--- src/rtl/mac_div_pkg.sv ---
// Shared definitions for the accumulator-result divider.
package mac_div_pkg;
    localparam int DEF_DW = 36;
    localparam int DEF_VW = 16;
    localparam int CW     = 6;

    typedef enum logic [1:0] {
        ST_IDLE = 2'd0,
        ST_RUN  = 2'd1,
        ST_DONE = 2'd2
    } state_t;
endpackage

--- src/rtl/mac_divider_div_step.sv ---
// One restoring-division iteration: shift in a dividend bit, trial subtract,
// keep or restore. Purely combinational.
module div_step #(
    parameter int VW = 16
) (
    input  logic [VW:0]   prem,
    input  logic          bit_in,
    input  logic [VW-1:0] divisor,
    output logic [VW:0]   prem_next,
    output logic          q_bit
);
    logic [VW+1:0] shifted;
    logic [VW+1:0] diff;

    assign shifted   = {prem, bit_in};
    assign diff      = shifted - {2'b00, divisor};
    // No borrow out of the trial subtract means the divisor fits.
    assign q_bit     = ~diff[VW+1];
    assign prem_next = q_bit ? diff[VW:0] : shifted[VW:0];
endmodule

--- src/rtl/mac_divider.sv ---
// Iterative restoring divider for accumulator results (start/busy/done).
// Optional two's-complement operation is enabled by defining SIGNED_DIV_EN.
module mac_divider
    import mac_div_pkg::*;
#(
    parameter int DW = DEF_DW,
    parameter int VW = DEF_VW
) (
    input  logic          clk,
    input  logic          reset,
    input  logic          start,
    input  logic [DW-1:0] dividend,
    input  logic [VW-1:0] divisor,
    output logic          busy,
    output logic          done,
    output logic [DW-1:0] quotient,
    output logic [VW-1:0] remainder,
    output logic          div_by_zero
);
    state_t        state, state_next;
    logic [CW-1:0] count;
    logic [DW-1:0] shreg;
    logic [VW-1:0] dvs;
    logic [VW:0]   prem, prem_next;
    logic          q_bit;
    logic [DW-1:0] dvd_in, q_fin;
    logic [VW-1:0] dvs_in, r_fin;
    logic          dvs_zero, last;

    assign dvs_zero = (divisor == '0);
    assign last     = (count == CW'(1));

`ifdef SIGNED_DIV_EN
    logic neg_q, neg_r;
    // Feed magnitudes to the unsigned core; signs are reapplied at completion.
    always_comb begin
        dvd_in = dividend[DW-1] ? -dividend : dividend;
        dvs_in = divisor[VW-1]  ? -divisor  : divisor;
        q_fin  = neg_q ? -{shreg[DW-2:0], q_bit} : {shreg[DW-2:0], q_bit};
        r_fin  = neg_r ? -prem_next[VW-1:0] : prem_next[VW-1:0];
    end

    // Remember operand signs at acceptance.
    always_ff @(posedge clk) begin
        if (!reset) begin
            neg_q <= 1'b0;
            neg_r <= 1'b0;
        end else if (state == ST_IDLE && start) begin
            neg_q <= dividend[DW-1] ^ divisor[VW-1];
            neg_r <= dividend[DW-1];
        end
    end
`else
    // Unsigned: operands and results pass straight through.
    always_comb begin
        dvd_in = dividend;
        dvs_in = divisor;
        q_fin  = {shreg[DW-2:0], q_bit};
        r_fin  = prem_next[VW-1:0];
    end
`endif

    div_step #(.VW(VW)) u_step (
        .prem      (prem),
        .bit_in    (shreg[DW-1]),
        .divisor   (dvs),
        .prem_next (prem_next),
        .q_bit     (q_bit)
    );

    // State register.
    always_ff @(posedge clk) begin
        if (!reset) state <= ST_IDLE;
        else        state <= state_next;
    end

    // Next-state and handshake outputs.
    always_comb begin
        state_next = state;
        busy       = 1'b0;
        done       = 1'b0;
        unique case (state)
            ST_IDLE: if (start) state_next = dvs_zero ? ST_DONE : ST_RUN;
            ST_RUN: begin
                busy = 1'b1;
                if (last) state_next = ST_DONE;
            end
            ST_DONE: begin
                done       = 1'b1;
                state_next = ST_IDLE;
            end
            default: state_next = ST_IDLE;
        endcase
    end

    // Datapath: operand capture, iteration, and result registers.
    // Quotient bits shift into the LSB of the dividend shift register.
    always_ff @(posedge clk) begin
        if (!reset) begin
            count       <= '0;
            shreg       <= '0;
            dvs         <= '0;
            prem        <= '0;
            quotient    <= '0;
            remainder   <= '0;
            div_by_zero <= 1'b0;
        end else begin
            unique case (state)
                ST_IDLE: if (start) begin
                    shreg       <= dvd_in;
                    dvs         <= dvs_in;
                    prem        <= '0;
                    count       <= CW'(DW);
                    div_by_zero <= dvs_zero;
                    if (dvs_zero) begin
                        quotient  <= '1;
                        remainder <= dividend[VW-1:0];
                    end
                end
                ST_RUN: begin
                    shreg <= {shreg[DW-2:0], q_bit};
                    prem  <= prem_next;
                    count <= count - CW'(1);
                    if (last) begin
                        quotient  <= q_fin;
                        remainder <= r_fin;
                    end
                end
                default: ;
            endcase
        end
    end
endmodule

--- config.mk ---
export PLATFORM = sky130hd
export DESIGN_NAME = mac_divider
export DESIGN_NICKNAME = d
export VERILOG_FILES = /design/src/rtl/mac_div_pkg.sv /design/src/rtl/mac_divider_div_step.sv /design/src/rtl/mac_divider.sv
export SDC_FILE = /design/constraint.sdc
export NUM_CORES = 1
export LEC_CHECK = 0
export BUFFER_PORTS_ARGS = -buffer_cell sky130_fd_sc_hd__clkbuf_2
export CORE_ASPECT_RATIO = 1.2
export CORE_MARGIN = 2
export CORE_UTILIZATION = 55
export DETAILED_ROUTE_END_ITERATION = 6
export PLACE_DENSITY = 0.79
export SYNTH_ARGS = -nofsm -noshare
export SYNTH_HDL_FRONTEND = slang
export SYNTH_SLANG_ARGS = --single-unit
--- constraint.sdc ---
create_clock -name clk -period 6.9 [get_ports clk]
set_input_delay 1.035 -clock clk [delete_from_list [all_inputs] [get_ports clk]]
set_output_delay 1.035 -clock clk [all_outputs]
set_load 0.05 [all_outputs]
# Yosys cells after proc, flatten, opt, wreduce, memory -nomap -nowiden
# Cells that the tools add are included.
totals:
  regBits: 130
  output_inout_bits: 55
  in_bits: 55
  word_cells: 45
classes:
  eq_ne: 6
  n_bitwise: 1
  mux: 21
  reduce_logical: 7
  add_sub_neg: 2
ops:
  columns: ["cell", "count"]
  rows:
  - ["36-bit 2-to-1 mux", 4]
  - ["36-bit one-hot mux with 2 select lines", 2]
  - ["16-bit 2-to-1 mux", 3]
  - ["17-bit 2-to-1 mux", 2]
  - ["17-bit one-hot mux with 2 select lines", 1]
  - ["16-bit one-hot mux with 2 select lines", 1]
  - ["18-bit by 16-bit subtractor with 18-bit output", 1]
  - ["16-bit zero test", 1]
  - ["6-bit one-hot mux with 2 select lines", 1]
  - ["6-bit by 1-bit == test with 1-bit output (second input constant)", 1]
  - ["2-bit 2-to-1 mux", 3]
  - ["6-bit 2-to-1 mux", 1]
  - ["2-bit != test (second input constant)", 3]
  - ["2-bit AND reduction", 3]
  - ["6-bit by 1-bit subtractor with 6-bit output (second input constant)", 1]
  - ["2-bit one-hot mux with 2 select lines", 1]
  - ["4-bit AND reduction", 1]
  - ["2-bit by 1-bit == test with 1-bit output (second input constant)", 1]
  - ["2-bit == test (second input constant)", 1]
  - ["2-bit zero test", 1]
  - ["1-bit 2-to-1 mux", 2]
  - ["2-bit nonzero test", 1]
  - ["1-bit inverter", 1]

# Logic depth before layout (Yosys ltp)
logic_depth:
  ltp_word: 4
  depth_mapped: 11
  ltp_nobuf: 11

# By module
# A second synthesis with hierarchy kept.
unflattened:
  cells_unflattened: 766
  area_unflattened_um2: 6356.1
by_module_without_submodules:
  columns: ["module", "area_per_inst_um2", "cells_per_inst", "instances", "seq_area_each_um2"]
  rows:
  - ["mac_divider", 5205.0, 618, 1, 2602.5]
  - ["div_step", 1151.1, 148, 1, 0.0]

# Worst setup path before layout
# No wires, ideal clock.
synth_path:
  kind: "input -> register"
  from: "input port divisor[10]"
  to: "register quotient[25]"
  stages: 9
  setup_time_ns: 0.078
  path_buffers: 3
  required_ns: 6.822
  arrival_ns: 2.478
  setup_slack_ns: 4.344
  cell_sequence: "nor4_1 -> and4_1 -> or2_2 -> and2_1 -> clkbuf_1 -> buf_2 -> buf_2 -> nor2_1 -> nor3_1"
synth_via:
  elab_chain_cells: 3
synth_rtl:
  columns: ["item", "line_no", "text"]
  rows:
  - ["from (decl)", "mac_divider.sv:13", "input logic [VW-1:0] divisor,"]
  - ["16-bit zero test", "mac_divider.sv:30", "assign dvs_zero = (divisor == '0);"]
  - ["2-bit != test (no line)", null, null]
  - ["4-bit AND reduction (no line)", null, null]
  - ["to (signal assigned)", "mac_divider.sv:125", "quotient <= q_fin;"]
  - ["to (decl)", "mac_divider.sv:16", "output logic [DW-1:0] quotient,"]
# Every way passes these cells.
# A chain may end at the register's enable or synchronous reset.

# Worst setup path after layout
layout_path:
  from: "register state[1]"
  to: "register remainder[15]"
layout_via:
  elab_chain_cells: 3
  elab_cells_between_ends: 8
  cone_classes: "eq/ne: 4; mux: 1; reduce/logical: 3"
layout_rtl:
  columns: ["item", "line_no", "text"]
  rows:
  - ["from (decl)", "mac_divider.sv:20", "state_t state, state_next;"]
  - ["from (signal assigned)", "mac_divider.sv:74", "else state <= state_next;"]
  - ["2-bit by 1-bit == test with 1-bit output / 2-bit zero test (equally long branches)", "mac_divider.sv:108", "unique case (state)"]
  - ["2-bit != test (no line) / 2-bit nonzero test (equally long branches)", null, null]
  - ["4-bit AND reduction (no line)", null, null]
  - ["to (signal assigned)", "mac_divider.sv:117", "remainder <= dividend[VW-1:0];"]
  - ["to (signal assigned)", "mac_divider.sv:126", "remainder <= r_fin;"]
  - ["to (decl)", "mac_divider.sv:17", "output logic [VW-1:0] remainder,"]
# Parallel ways exist; a longest one is shown, timed or not.

==> results by group <==
Finish
  • # fillers: 931
  • Most frequent cells in the layout: nand2_1 (146), dfxtp_1 (130), clkbuf_2 (109)
  • Reg area: 2600 um2
  • Share of layout cells above drive strength 1: 18.5%
  • Nets: 935
  • Area of the multi-input gates: 3230 um2
  • Layout area overhead: 18.2%
  • ANT cells: 0
  • Most common cell after layout, fill and taps aside: nand2_1

Global route
  • Total GRT Usage: 28.4%
  • Largest net degree at the start of global routing: 125
  • Antenna violations before repair: 0
  • GRT overflow: 0
  • Vias in the first global route: 5,690
  • First-pass GRT wire length: 27.3 mm

Timing
  • Final setup vio count: 0
  • Setup ws final: 3400 ps
  • Final hold viol count: 0
  • Worst slew margin: 23.8%
  • Setup TNS: 0 ps
  • Slew Limit Fails: 0
  • FMAX: 286 MHz
  • Clock skew: 5.38 ps
  • Fin crit share: 50.7%
  • Final min period: 3500 ps
  • Worst-Margin Slew: 1140 ps
  • RSZ-0062 raised after global routing: false

Clock network
  • CTS root buf: clkbuf_16
  • H-tree Lvls: 4
  • Skew-Pair Late Insertion Delay: 410 ps
  • Setup Fix Bufs, Post-CTS: 0
  • Hold Buf Count CTS: 0
  • Post-cts resize count: 0
  • Longest Clk Path Bufs: 2
  • TritonCTS clock tree: done
  • Clk sink count: 130
  • Clk slew on worst S/H paths: 60 ps
  • Total CTS buffers: 17

Placed design
  • Pre-CTS WS: 3310 ps
  • Routability cong.: 0.837
  • IO buf count: 109
  • Post-detail-place hpwl: 11.0 mm

Critical path
  • Worst reg2reg path depth: 9
  • Worst EP arrival: 3830 ps
  • Startpoint types: flip-flop
  • Setup CP Type: flip-flop to flip-flop
  • R2r startpoint: state[1]
  • Flop-to-flop setup slack: 3400 ps
  • Crit Path Max Fanout: 124
  • Req. time, crit path: 7230 ps
  • Crit path from: state[1]
  • R2r endpoint: remainder[15]
  • CP endpoint kind: flip-flop

Power and ir drop
  • Pleak: 3.01 nW
  • Pwr per Cell Area: 342 nW/um2
  • Maximum VDD drop: 0.178 mV

Synthesis
  • Most common flop cell mapped by yosys: dfxtp_1
  • Seq cells post-synth: 130
  • Mapped Nets: 862
  • Gate Count Post-Synth: 788
  • Number of synthesized flops with an enable pin: 0
  • Synth unique cells: 56
  • Synth warnings: 0
  • Synth Cell Area: 6150 um2
  • Share of flip-flops with an asynchronous set or reset: 0%
  • Syn_area_per_cell: 7.81 um2
  • Sequential-to-total area share from yosys stat: 42.3%

Detailed routing
  • Pre-antenna DRT Iters: 6
  • 1st-iter DRT viols: 418
  • Drt total wl: 16.5 mm
  • Drt wl/cell: 16.4 um
  • Routed via count: 5,973
  • Via density per instance: 5.94
  • Detail Route Antenna Nets: 0
  • Drt drc: 0

Hold path
  • Min-Delay Startpoint: div_by_zero
  • WHS Path Cells: 2
  • Worst min-delay path endpoint: div_by_zero
  • Min-delay worst type: flip-flop to flip-flop

Outcome
  • Status: completed

Die
  • Die area: 12,100 um2
  • CORE AREA: 11,000 um2
  • Row count: 42
  • Starting density of the core: 56.0%
  • Die width: 101 um
  • IO Pins: 110
  • Die height: 120 um

Run
  • Max-Cap Viols: 0
[Yosys cell counts (all sizes together) (3+ instances only)]
library cell,instances,area share [%]
nor2b,3,0.30
or3,7,0.71
o21bai,4,0.55
inv,25,1.5
dfxtp,130,42
a211oi,6,0.81
nand3,13,1.1
and2,3,0.30
buf,12,1.1
ha,18,3.7
xor2,8,1.1
a21oi,44,3.6
and3,4,0.41
clkbuf,46,2.8
o21ai,56,4.6
nor3,76,6.2
xnor2,6,0.85
o32ai,5,0.71
nor4,5,0.51
o311ai,3,0.71
o211ai,7,0.85
a32oi,3,0.43
nor2,56,3.4
nand2,148,9.0
nand4,3,0.30
or4,5,0.61
a31oi,38,3.9
o2bb2ai,5,0.71
mux2i,14,2.3
a21o,6,0.73
or2,5,0.51
[kinds of logic after synthesis]
logic type	after synthesis	synth area share [%]
multiplexers	15	2.52
AO/OA/AOI/OAI	191	19.4
XOR/XNOR	14	1.99
adder cells (fa/ha/maj)	19	3.98
flip-flops	130	42.3
buffers and inverters	83	5.45
AND/OR/NAND/NOR	336	24.4
[state kept, by name, indices dropped and copies added (netlist names)]
name,flops
shreg,36
dvs,16
div_by_zero,1
prem,17
remainder,16
state,2
count,6
quotient,36
[area by class of cell]
| cell class | count | area share [%] |
|---|---|---|
| Multi-Input combinational cell | 575 | 44.4 |
| Sequential cell | 130 | 35.8 |
| Timing Repair Buffer | 112 | 7.81 |
| Clock buffer | 19 | 6.23 |
| Tap cell | 132 | 2.27 |
| Clock inverter | 13 | 2.18 |
| Inverter | 25 | 1.29 |
[report_power, final]
group          switching, mW  internal [mW]
clock network          0.335          0.585
logic                  0.442          0.247
registers             0.0553          0.821
[critical path, cell delays in order (launching register included)]
cell and delay, ps:
dfxtp_1 350, nand2b_4 130, buf_4 760, inv_2 240, nand3_1 260, nand2_1 230
nand2_2 780, or3_1 210, o211ai_1 90, a211oi_1 240
[how the worst max path moves through the flow]
stage	endpoint	slack, ps	cells past startpoint
5_1_grt	remainder[15]	3110	9
3_5_place_dp	prem[16]	3310	5
2_1_floorplan	quotient[25]	4340	9
6_report	remainder[15]	3400	9
3_3_place_gp	prem[16]	3380	5
4_1_cts	remainder[15]	3460	9
[per-layer routing]
metal  vias up  routed length (um)  track usage (%)  share of wire, %
li1       2926                   -                -                 -
met1      2813                6750             34.4                41
met2       200                8450             49.3                51
met3        34                 841             5.42               5.1
met4         0                 432             11.0               2.6
met5         -                   0                0                 0
[metrics by stage]
step | area (um2) | hold WS (ps) | std cells | util (%) | total power [mW]
floorplan | 6150 | 436 | 788 | - | 1.42
global placement | 6660 | 447 | 974 | 60.7 | 1.55
detailed placement | 6660 | 450 | 974 | 60.7 | 1.57
CTS | 7270 | 458 | 1006 | 66.2 | 2.48
global route | 7270 | 482 | 1006 | 66.2 | 2.60
finish | 7270 | 455 | 1006 | 66.2 | 2.49
(Power assumes the default switching activity.)
